$ cat config.mk
export PLATFORM = sky130hd
export DESIGN_NAME = stream_demux_1xn_flat
export DESIGN_NICKNAME = d
export VERILOG_FILES = /design/src/rtl/stream_demux_1xn_if.sv /design/src/rtl/stream_demux_1xn.sv /design/src/flat_wrapper.sv
export SDC_FILE = /design/constraint.sdc
export NUM_CORES = 1
export LEC_CHECK = 0
export BUFFER_PORTS_ARGS = -buffer_cell sky130_fd_sc_hd__buf_2
export CAP_MARGIN = 20
export CORE_UTILIZATION = 48
export CTS_BUF_LIST = sky130_fd_sc_hd__clkbuf_4 sky130_fd_sc_hd__clkbuf_8
export DETAILED_ROUTE_END_ITERATION = 10
export GPL_TIMING_DRIVEN = 0
export PLACE_DENSITY = 0.89
export SETUP_SLACK_MARGIN = 0.1
export SLEW_MARGIN = 20
export SYNTH_ARGS = -nofsm -noshare
export SYNTH_HDL_FRONTEND = slang
export SYNTH_SLANG_ARGS = --single-unit
$ cat constraint.sdc
create_clock -name clk -period 2.3 [get_ports clk]
set_input_delay 0.46 -clock clk [delete_from_list [all_inputs] [get_ports clk]]
set_output_delay 0.46 -clock clk [all_outputs]
set_load 0.005 [all_outputs]
$ cat src/rtl/stream_demux_1xn_if.sv
// Stream demux handshake bundle: one input stream and N output channels.
// master = producer/consumer side, slave = demux side.
interface stream_demux_1xn_if #(
    parameter int WIDTH = 8,
    parameter int N     = 8,
    parameter int CNT_W = 8
);
    localparam int SEL_W = $clog2(N);

    logic [WIDTH-1:0]   in_data;
    logic [SEL_W-1:0]   in_sel;
    logic               in_bcast;
    logic               in_valid;
    logic               in_ready;
    logic [N*WIDTH-1:0] out_data;
    logic [N-1:0]       out_valid;
    logic [N-1:0]       out_ready;
    logic [CNT_W-1:0]   drop_cnt;

    modport master (
        output in_data, in_sel, in_bcast, in_valid, out_ready,
        input  in_ready, out_data, out_valid, drop_cnt
    );

    modport slave (
        input  in_data, in_sel, in_bcast, in_valid, out_ready,
        output in_ready, out_data, out_valid, drop_cnt
    );
endinterface

$ cat src/rtl/stream_demux_1xn.sv
// Registered 1-to-N stream demux with per-channel 1-entry output registers.
// Broadcast is all-or-nothing; out-of-range selects are dropped and counted.
module stream_demux_1xn #(
    parameter int WIDTH = 8,
    parameter int N     = 8,
    parameter int CNT_W = 8
) (
    input logic               clk,
    input logic               rst,
    stream_demux_1xn_if.slave bus
);
    localparam int SEL_W = $clog2(N);

    logic [N-1:0][WIDTH-1:0] data_q;
    logic [N-1:0]            valid_q;
    logic [CNT_W-1:0]        cnt_q;
    logic [N-1:0]            free;
    logic [N-1:0]            mask;
    logic                    accept;

    // Destination mask: all channels, one channel, or none when out of range
    always_comb begin
        mask = '0;
        if (bus.in_bcast) begin
            mask = '1;
        end else if ({1'b0, bus.in_sel} < (SEL_W + 1)'(N)) begin
            mask = N'(1) << bus.in_sel;
        end
    end

    assign free         = ~valid_q | bus.out_ready;
    assign bus.in_ready = &(free | ~mask);
    assign accept       = bus.in_valid & bus.in_ready;

    assign bus.out_valid = valid_q;
    assign bus.out_data  = data_q;
    assign bus.drop_cnt  = cnt_q;

    // Per-channel output registers: load on accept, clear when drained
    always_ff @(posedge clk or posedge rst) begin
        if (rst) begin
            valid_q <= '0;
            data_q  <= '0;
        end else begin
            for (int k = 0; k < N; k++) begin
                if (accept && mask[k]) begin
                    data_q[k]  <= bus.in_data;
                    valid_q[k] <= 1'b1;
                end else if (bus.out_ready[k]) begin
                    valid_q[k] <= 1'b0;
                end
            end
        end
    end

    // Saturating count of accepted words that had no destination
    always_ff @(posedge clk or posedge rst) begin
        if (rst) begin
            cnt_q <= '0;
        end else if (accept && (mask == '0) && (cnt_q != '1)) begin
            cnt_q <= cnt_q + CNT_W'(1);
        end
    end
endmodule

$ cat src/flat_wrapper.sv
// flat-port wrapper written by rule: the top's interface ports become plain ports
module stream_demux_1xn_flat 
#(
    parameter int WIDTH = 8,
    parameter int N     = 8,
    parameter int CNT_W = 8
)
  (clk, rst, bus_in_data, bus_in_sel, bus_in_bcast, bus_in_valid, bus_out_ready, bus_in_ready, bus_out_data, bus_out_valid, bus_drop_cnt);
  stream_demux_1xn_if #(.WIDTH(WIDTH), .N(N), .CNT_W(CNT_W)) bus_i ();
  input logic clk;
  input logic rst;
  input wire logic [$bits(bus_i.in_data)-1:0] bus_in_data;
  input wire logic [$bits(bus_i.in_sel)-1:0] bus_in_sel;
  input wire logic [$bits(bus_i.in_bcast)-1:0] bus_in_bcast;
  input wire logic [$bits(bus_i.in_valid)-1:0] bus_in_valid;
  input wire logic [$bits(bus_i.out_ready)-1:0] bus_out_ready;
  output wire logic [$bits(bus_i.in_ready)-1:0] bus_in_ready;
  output wire logic [$bits(bus_i.out_data)-1:0] bus_out_data;
  output wire logic [$bits(bus_i.out_valid)-1:0] bus_out_valid;
  output wire logic [$bits(bus_i.drop_cnt)-1:0] bus_drop_cnt;
  assign bus_i.in_data = bus_in_data;
  assign bus_i.in_sel = bus_in_sel;
  assign bus_i.in_bcast = bus_in_bcast;
  assign bus_i.in_valid = bus_in_valid;
  assign bus_i.out_ready = bus_out_ready;
  assign bus_in_ready = bus_i.in_ready;
  assign bus_out_data = bus_i.out_data;
  assign bus_out_valid = bus_i.out_valid;
  assign bus_drop_cnt = bus_i.drop_cnt;
  stream_demux_1xn #(.WIDTH(WIDTH), .N(N), .CNT_W(CNT_W)) u_core (.clk(clk), .rst(rst), .bus(bus_i));
endmodule
==> results.py, run 1 <==
metrics = {
    "clock_network": {
        "cts_resized": 0,
        "clkLatencyLatePin_ns": 0.34,
        "clk_pin_slew_ns": 0.08,
        "cts_root_buf": "clkbuf_8",
        "clock-sinks": 80,
        "h-tree-depth": 3,
        "numCtsBuffers": 9,
        "cts_tree": "done",
        "clock_path_buffers": 2,
    },
    "setup_path": {
        "worstSetupPathType": "in2reg",
        "regToRegSetupSlack_ns": 0.41,
        "endpoint_kind": "register",
        "setup.worst_path.end": "u_core.bus.out_data[54]",
        "start_kind": "input pin",
        "reg2reg_depth": 7,
        "worstPathMaxFanout": 8,
        "cp.required_ns": 2.52,
        "worstPathArrival_ns": 2.21,
        "r2r-start": "u_core.bus.out_valid[5]",
        "reg2reg_to": "u_core.bus.out_data[54]",
        "startpoint": "bus_in_sel[1]",
    },
    "synthesis": {
        "synth_area_sq_um": 3420,
        "ys_seq_elements": 80,
        "syn_area_per_cell_sq_um": 16.7,
        "ys_seq_area_frac": 0.586,
        "ys_warn_count": 0,
        "synthCells": 205,
        "syn_nets": 228,
        "netlist-cell-type-count": 18,
    },
    "status": {
        "status": "complete, no violations",
    },
    "finish": {
        "regArea_sq_um": 2000,
        "antenna_cells": 0,
        "fin_nets": 362,
        "n_fill_cell": 512,
        "multi_input_area_sq_um": 1380,
        "syn_to_final_growth_pct": 32.1,
        "mostFrequentLayoutCells": "buf_2 (103), dfrtp_1 (80), mux2_4 (64)",
        "final_common_cell": "buf_2",
        "drive_gt1_frac": 0.627,
        "fin_util": 0.661,
    },
    "global_route": {
        "grt_util_met1": 0.307,
        "grt_antenna_before_repair": 0,
        "grt-busiest-layer": "met2",
        "grtUsageMet2": 0.356,
        "grt_usage": 0.225,
        "grt_pass1_vias": 2226,
        "grt_overflow_total": 0,
        "grt_pass1_wl_um": 12200,
        "grt_max_degree": 37,
        "grt_use_met3": 0.0495,
    },
    "routing": {
        "ant_nets": 0,
        "wl_per_cell_um": 17.9,
        "drc": 0,
        "drt_iter0_markers": 59,
        "drt-total-wl_um": 7870,
        "vias_per_cell": 5.03,
        "drt_pass1_iterations": 4,
        "vias": 2207,
    },
    "timing": {
        "setup_viol": 0,
        "clock_skew_ns": 0.00829,
        "fmax_ghz": 0.504,
        "setup_tns_ns": 0,
        "hold_violations": 0,
        "relSlewSlack": 0.687,
        "maxSlewViolCount": 0,
        "fin_crit_sh": 0.863,
        "tightest_slew_ns": 0.468,
        "period_needed_ns": 1.98,
        "rsz0062_at_grt": "false",
    },
    "die": {
        "rows": 30,
        "fp.dieH_um": 86.4,
        "die_x_um": 86.4,
        "io_pins": 104,
        "dieArea_sq_um": 7460,
        "core_area_sq_um": 6830,
        "initial_core_util": 0.500,
    },
    "power": {
        "power_mw": 5.36,
        "ir_worst_vdd_v": 0.000581,
        "p_leak_nw": 2.24,
        "power_density_nw_per_um2": 1190,
    },
    "placed_design": {
        "gp_congestion": 0.752,
        "place_hpwl_um": 5140,
        "io_buffers": 103,
    },
    "job": {
        "maxCapViolations": 0,
    },
    "hold_path": {
        "holdCritPathClass": "in2async",
    },
}
[repair_timing]
action / in CTS / in global routing
endpoints found under the hold margin: 0 / 0
setup buffers: 14 / 4
gates cloned: 0 / 0
pin swaps: 9 / 1
setup endpoints to repair: 65 / 1
hold buffers: 0 / 0
[logic make-up after synthesis]
| family | after synthesis | share of synthesized area |
|---|---|---|
| compound gates | 16 | 0.0256 |
| flops | 80 | 0.586 |
| simple gates | 34 | 0.0955 |
| buf+inv | 11 | 0.0121 |
| mux | 64 | 0.281 |
[metrics by stage]
| stage | hold slack [ns] | instances | cell area, sq um | worst slack (ns) |
|---|---|---|---|---|
| 2_1_floorplan | 0.452 | 205 | 3420 | 0.103 |
| 3_3_place_gp | 0.434 | 404 | 4060 | -0.360 |
| 3_5_place_dp | 0.441 | 406 | 4100 | -0.412 |
| 4_1_cts | 0.139 | 435 | 4480 | 0.158 |
| 5_1_grt | 0.148 | 439 | 4510 | 0.206 |
| 6_report | 0.134 | 439 | 4510 | 0.316 |
[Yosys cell counts, drive strengths merged]
| cell type | instances | area [sq um] |
|---|---|---|
| a21o | 1 | 8.76 |
| a31o | 1 | 8.76 |
| and3b | 3 | 26.3 |
| clkbuf | 9 | 33.8 |
| dfrtp | 80 | 2000 |
| inv | 2 | 7.51 |
| mux2 | 64 | 961 |
| nand2 | 1 | 3.75 |
| nand3 | 1 | 5.00 |
| nand4 | 2 | 42.5 |
| nor2 | 1 | 3.75 |
| nor2b | 7 | 43.8 |
| nor3 | 9 | 135 |
| nor3b | 3 | 22.5 |
| o21ai | 14 | 70.1 |
| or2 | 7 | 43.8 |
[per-layer routing]
layer | vias up | wire [um] | share of wire
met5 | - | 0 | 0
met3 | 18 | 406 | 0.052
li1 | 991 | - | -
met1 | 1107 | 3500 | 0.44
met4 | 0 | 178 | 0.023
met2 | 91 | 3790 | 0.48
[report_power, final]
group	switching [mW]	internal [mW]
Sequential	0.332	1.96
Combinational	0.702	1.25
Clock	0.486	0.635
[critical path, cell delays in order]
cell	delay (ns)
buf_2	0.15
and3b_1	0.20
o21ai_0	0.29
nand4_4	0.15
buf_4	0.23
nor3_4	0.19
buf_4	0.22
mux2_4	0.32
[final cells by class]
type / count / area share
sequential: 80 / 0.443
multi-input combinational: 114 / 0.305
timing repair buffer: 123 / 0.167
clock buffer: 10 / 0.0305
tap: 96 / 0.0266
clock inverter: 5 / 0.0180
buffer: 9 / 0.00748
inverter: 2 / 0.00249
[worst min path at each step]
stage                           startpoint                endpoint  slack (ns)  cells past startpoint
floorplan           u_core.bus.drop_cnt[0]  u_core.bus.drop_cnt[0]        0.45                      1
global placement    u_core.bus.drop_cnt[7]  u_core.bus.drop_cnt[7]        0.43                      1
detailed placement  u_core.bus.drop_cnt[4]  u_core.bus.drop_cnt[4]        0.44                      1
CTS                                    rst  u_core.bus.drop_cnt[2]        0.14                      2
global route                           rst  u_core.bus.drop_cnt[2]        0.15                      2
finish                                 rst  u_core.bus.drop_cnt[2]        0.13                      2
[state kept, by name, indices dropped and copies added (netlist names)]
| name | flops |
|---|---|
| u_core.bus.drop_cnt | 8 |
| u_core.bus.out_data | 64 |
| u_core.bus.out_valid | 8 |
No activity file was read; power rests on OpenSTA's default activity.
==> run 2, diff against run 1 <==
--- a/config.mk
+++ b/config.mk
@@ -11,7 +11,7 @@
 export CTS_BUF_LIST = sky130_fd_sc_hd__clkbuf_4 sky130_fd_sc_hd__clkbuf_8
 export DETAILED_ROUTE_END_ITERATION = 10
 export GPL_TIMING_DRIVEN = 0
-export PLACE_DENSITY = 0.89
+export PLACE_DENSITY = 0.88
 export SETUP_SLACK_MARGIN = 0.1
 export SLEW_MARGIN = 20
 export SYNTH_ARGS = -nofsm -noshare
==> results.py, run 2 (synthesis results as in run 1) <==
metrics = {
    "setup_path": {
        "cp.required_ns": 1.84,
        "worstPathArrival_ns": 1.50,
        "endpoint_kind": "primary output",
        "start_kind": "input pin",
        "worstSetupPathType": "in2out",
        "worstPathMaxFanout": 8,
    },
    "timing": {
        "clock_skew_ns": 0.0101,
        "fin_crit_sh": 0.852,
        "fmax_ghz": 0.511,
        "period_needed_ns": 1.96,
        "relSlewSlack": 0.740,
        "rsz0062_at_grt": "false",
        "setup_viol": 0,
        "hold_violations": 0,
        "tightest_slew_ns": 0.386,
        "layout_setup_ws_ns": 0.342,
        "timing.hold.ws_ns": 0.0902,
        "maxSlewViolCount": 0,
    },
    "routing": {
        "drt-total-wl_um": 7540,
        "drc": 0,
        "drt_pass1_iterations": 4,
        "drt_iter0_markers": 47,
        "vias": 2161,
        "vias_per_cell": 4.88,
        "ant_nets": 0,
        "wl_per_cell_um": 17.0,
    },
    "power": {
        "p_leak_nw": 2.23,
        "ir_worst_vdd_v": 0.000675,
        "power_density_nw_per_um2": 1150,
    },
    "die": {
        "io_pins": 104,
        "die_x_um": 86.4,
        "rows": 30,
        "fp.dieH_um": 86.4,
        "initial_core_util": 0.500,
        "dieArea_sq_um": 7460,
        "core_area_sq_um": 6830,
    },
    "placed_design": {
        "place_inst": 406,
        "gp_congestion": 0.783,
        "place_hpwl_um": 5000,
        "io_buffers": 103,
        "post-place-ws_ns": -0.443,
        "placed_cell_area_sq_um": 4100,
    },
    "finish": {
        "largest_reg_flops": 64,
        "final_common_cell": "buf_2",
        "syn_to_final_growth_pct": 30.8,
        "antenna_cells": 0,
        "drive_gt1_frac": 0.631,
        "fin_nets": 365,
        "fin_cells": 443,
        "n_fill_cell": 531,
        "design_area_sq_um": 4470,
        "mostFrequentLayoutCells": "buf_2 (103), dfrtp_1 (80), mux2_4 (64)",
    },
    "global_route": {
        "grt_pass1_vias": 2208,
        "grt_pass1_wl_um": 11900,
        "grt_max_degree": 36,
        "grt_antenna_before_repair": 0,
        "grt_overflow_total": 0,
        "grt_usage": 0.218,
    },
    "clock_network": {
        "clock-sinks": 80,
        "clock_path_buffers": 2,
        "cts_resized": 0,
        "cts_tree": "done",
        "h-tree-depth": 3,
        "clk_pin_slew_ns": 0.09,
        "cts_root_buf": "clkbuf_8",
        "clkLatencyLatePin_ns": 0.34,
        "numCtsBuffers": 9,
    },
    "job": {
        "maxCapViolations": 0,
    },
    "status": {
        "status": "complete, no violations",
    },
    "hold_path": {
        "holdCritPathClass": "in2async",
    },
}
[run 2: cell count changes in the layout (fill, tap and decap cells not counted), moves of 2 or more]
cell,previous run,this run
buf_4,13,18
buf_12,7,5
inv_6,0,2
bufinv_16,2,0
[run 2: worst max-delay path, cell delays in order]
cell and delay [ns]:
buf_2 0.15, and3b_1 0.20, o21ai_0 0.30, nand4_4 0.15, nor2_1 0.12, buf_2 0.12
[run 2: per-stage QoR]
step                      TNS, ns  utilization  power [mW]
after floorplan                 0            -        3.34
after global placement     -21.35        0.594        4.06
after detailed placement   -27.33        0.600        4.14
after CTS                       0        0.649        5.18
after global routing            0        0.654        5.44
final                           0        0.654        5.15
[run 2: timing repair]
action,CTS,global route
setup buffers,16,5
endpoints found under the setup margin,65,1
gates cloned,0,0
pin swaps,9,0
hold buffers,0,0
[run 2: power by group]
group	internal (mW)	leakage [nW]	total, mW	switching [mW]
sequential	1.96	0.965	2.27	0.314
clock	0.403	0.0879	0.933	0.530
combinational	1.25	1.18	1.95	0.701
[run 2: final timing paths]
kind	startpoint	to	slack (ns)	depth (start not counted)
setup reg to reg	u_core.bus.out_valid[1]	u_core.bus.out_data[22]	0.39	7
hold reg to reg	u_core.bus.drop_cnt[6]	u_core.bus.drop_cnt[6]	0.46	1
min in group clk	bus_out_ready[7]	u_core.bus.out_valid[7]	0.43	3
max in group asynchronous	rst	u_core.bus.out_data[48]	1.72	3
hold / removal	rst	u_core.bus.drop_cnt[6]	0.09	2
setup / recovery	bus_in_sel[2]	bus_in_ready	0.34	6
[run 2: metal layers]
metal	global-route usage	share of wire	vias to the layer above
met2	0.351	0.49	74
met1	0.287	0.43	1080
met4	0.0879	0.023	0
met5	0	0	-
met3	0.0486	0.052	15
li1	-	-	992
[run 2: layout make-up]
| class | instances | area, sq um | area share |
|---|---|---|---|
| sequential | 80 | 2000 | 0.448 |
| buffer | 9 | 33.8 | 0.00756 |
| multi-input combinational | 114 | 1380 | 0.308 |
| clock buffer | 9 | 124 | 0.0277 |
| timing repair buffer | 126 | 751 | 0.168 |
| tap | 96 | 120 | 0.0269 |
| clock inverter | 7 | 53.8 | 0.0120 |
| inverter | 2 | 11.3 | 0.00252 |
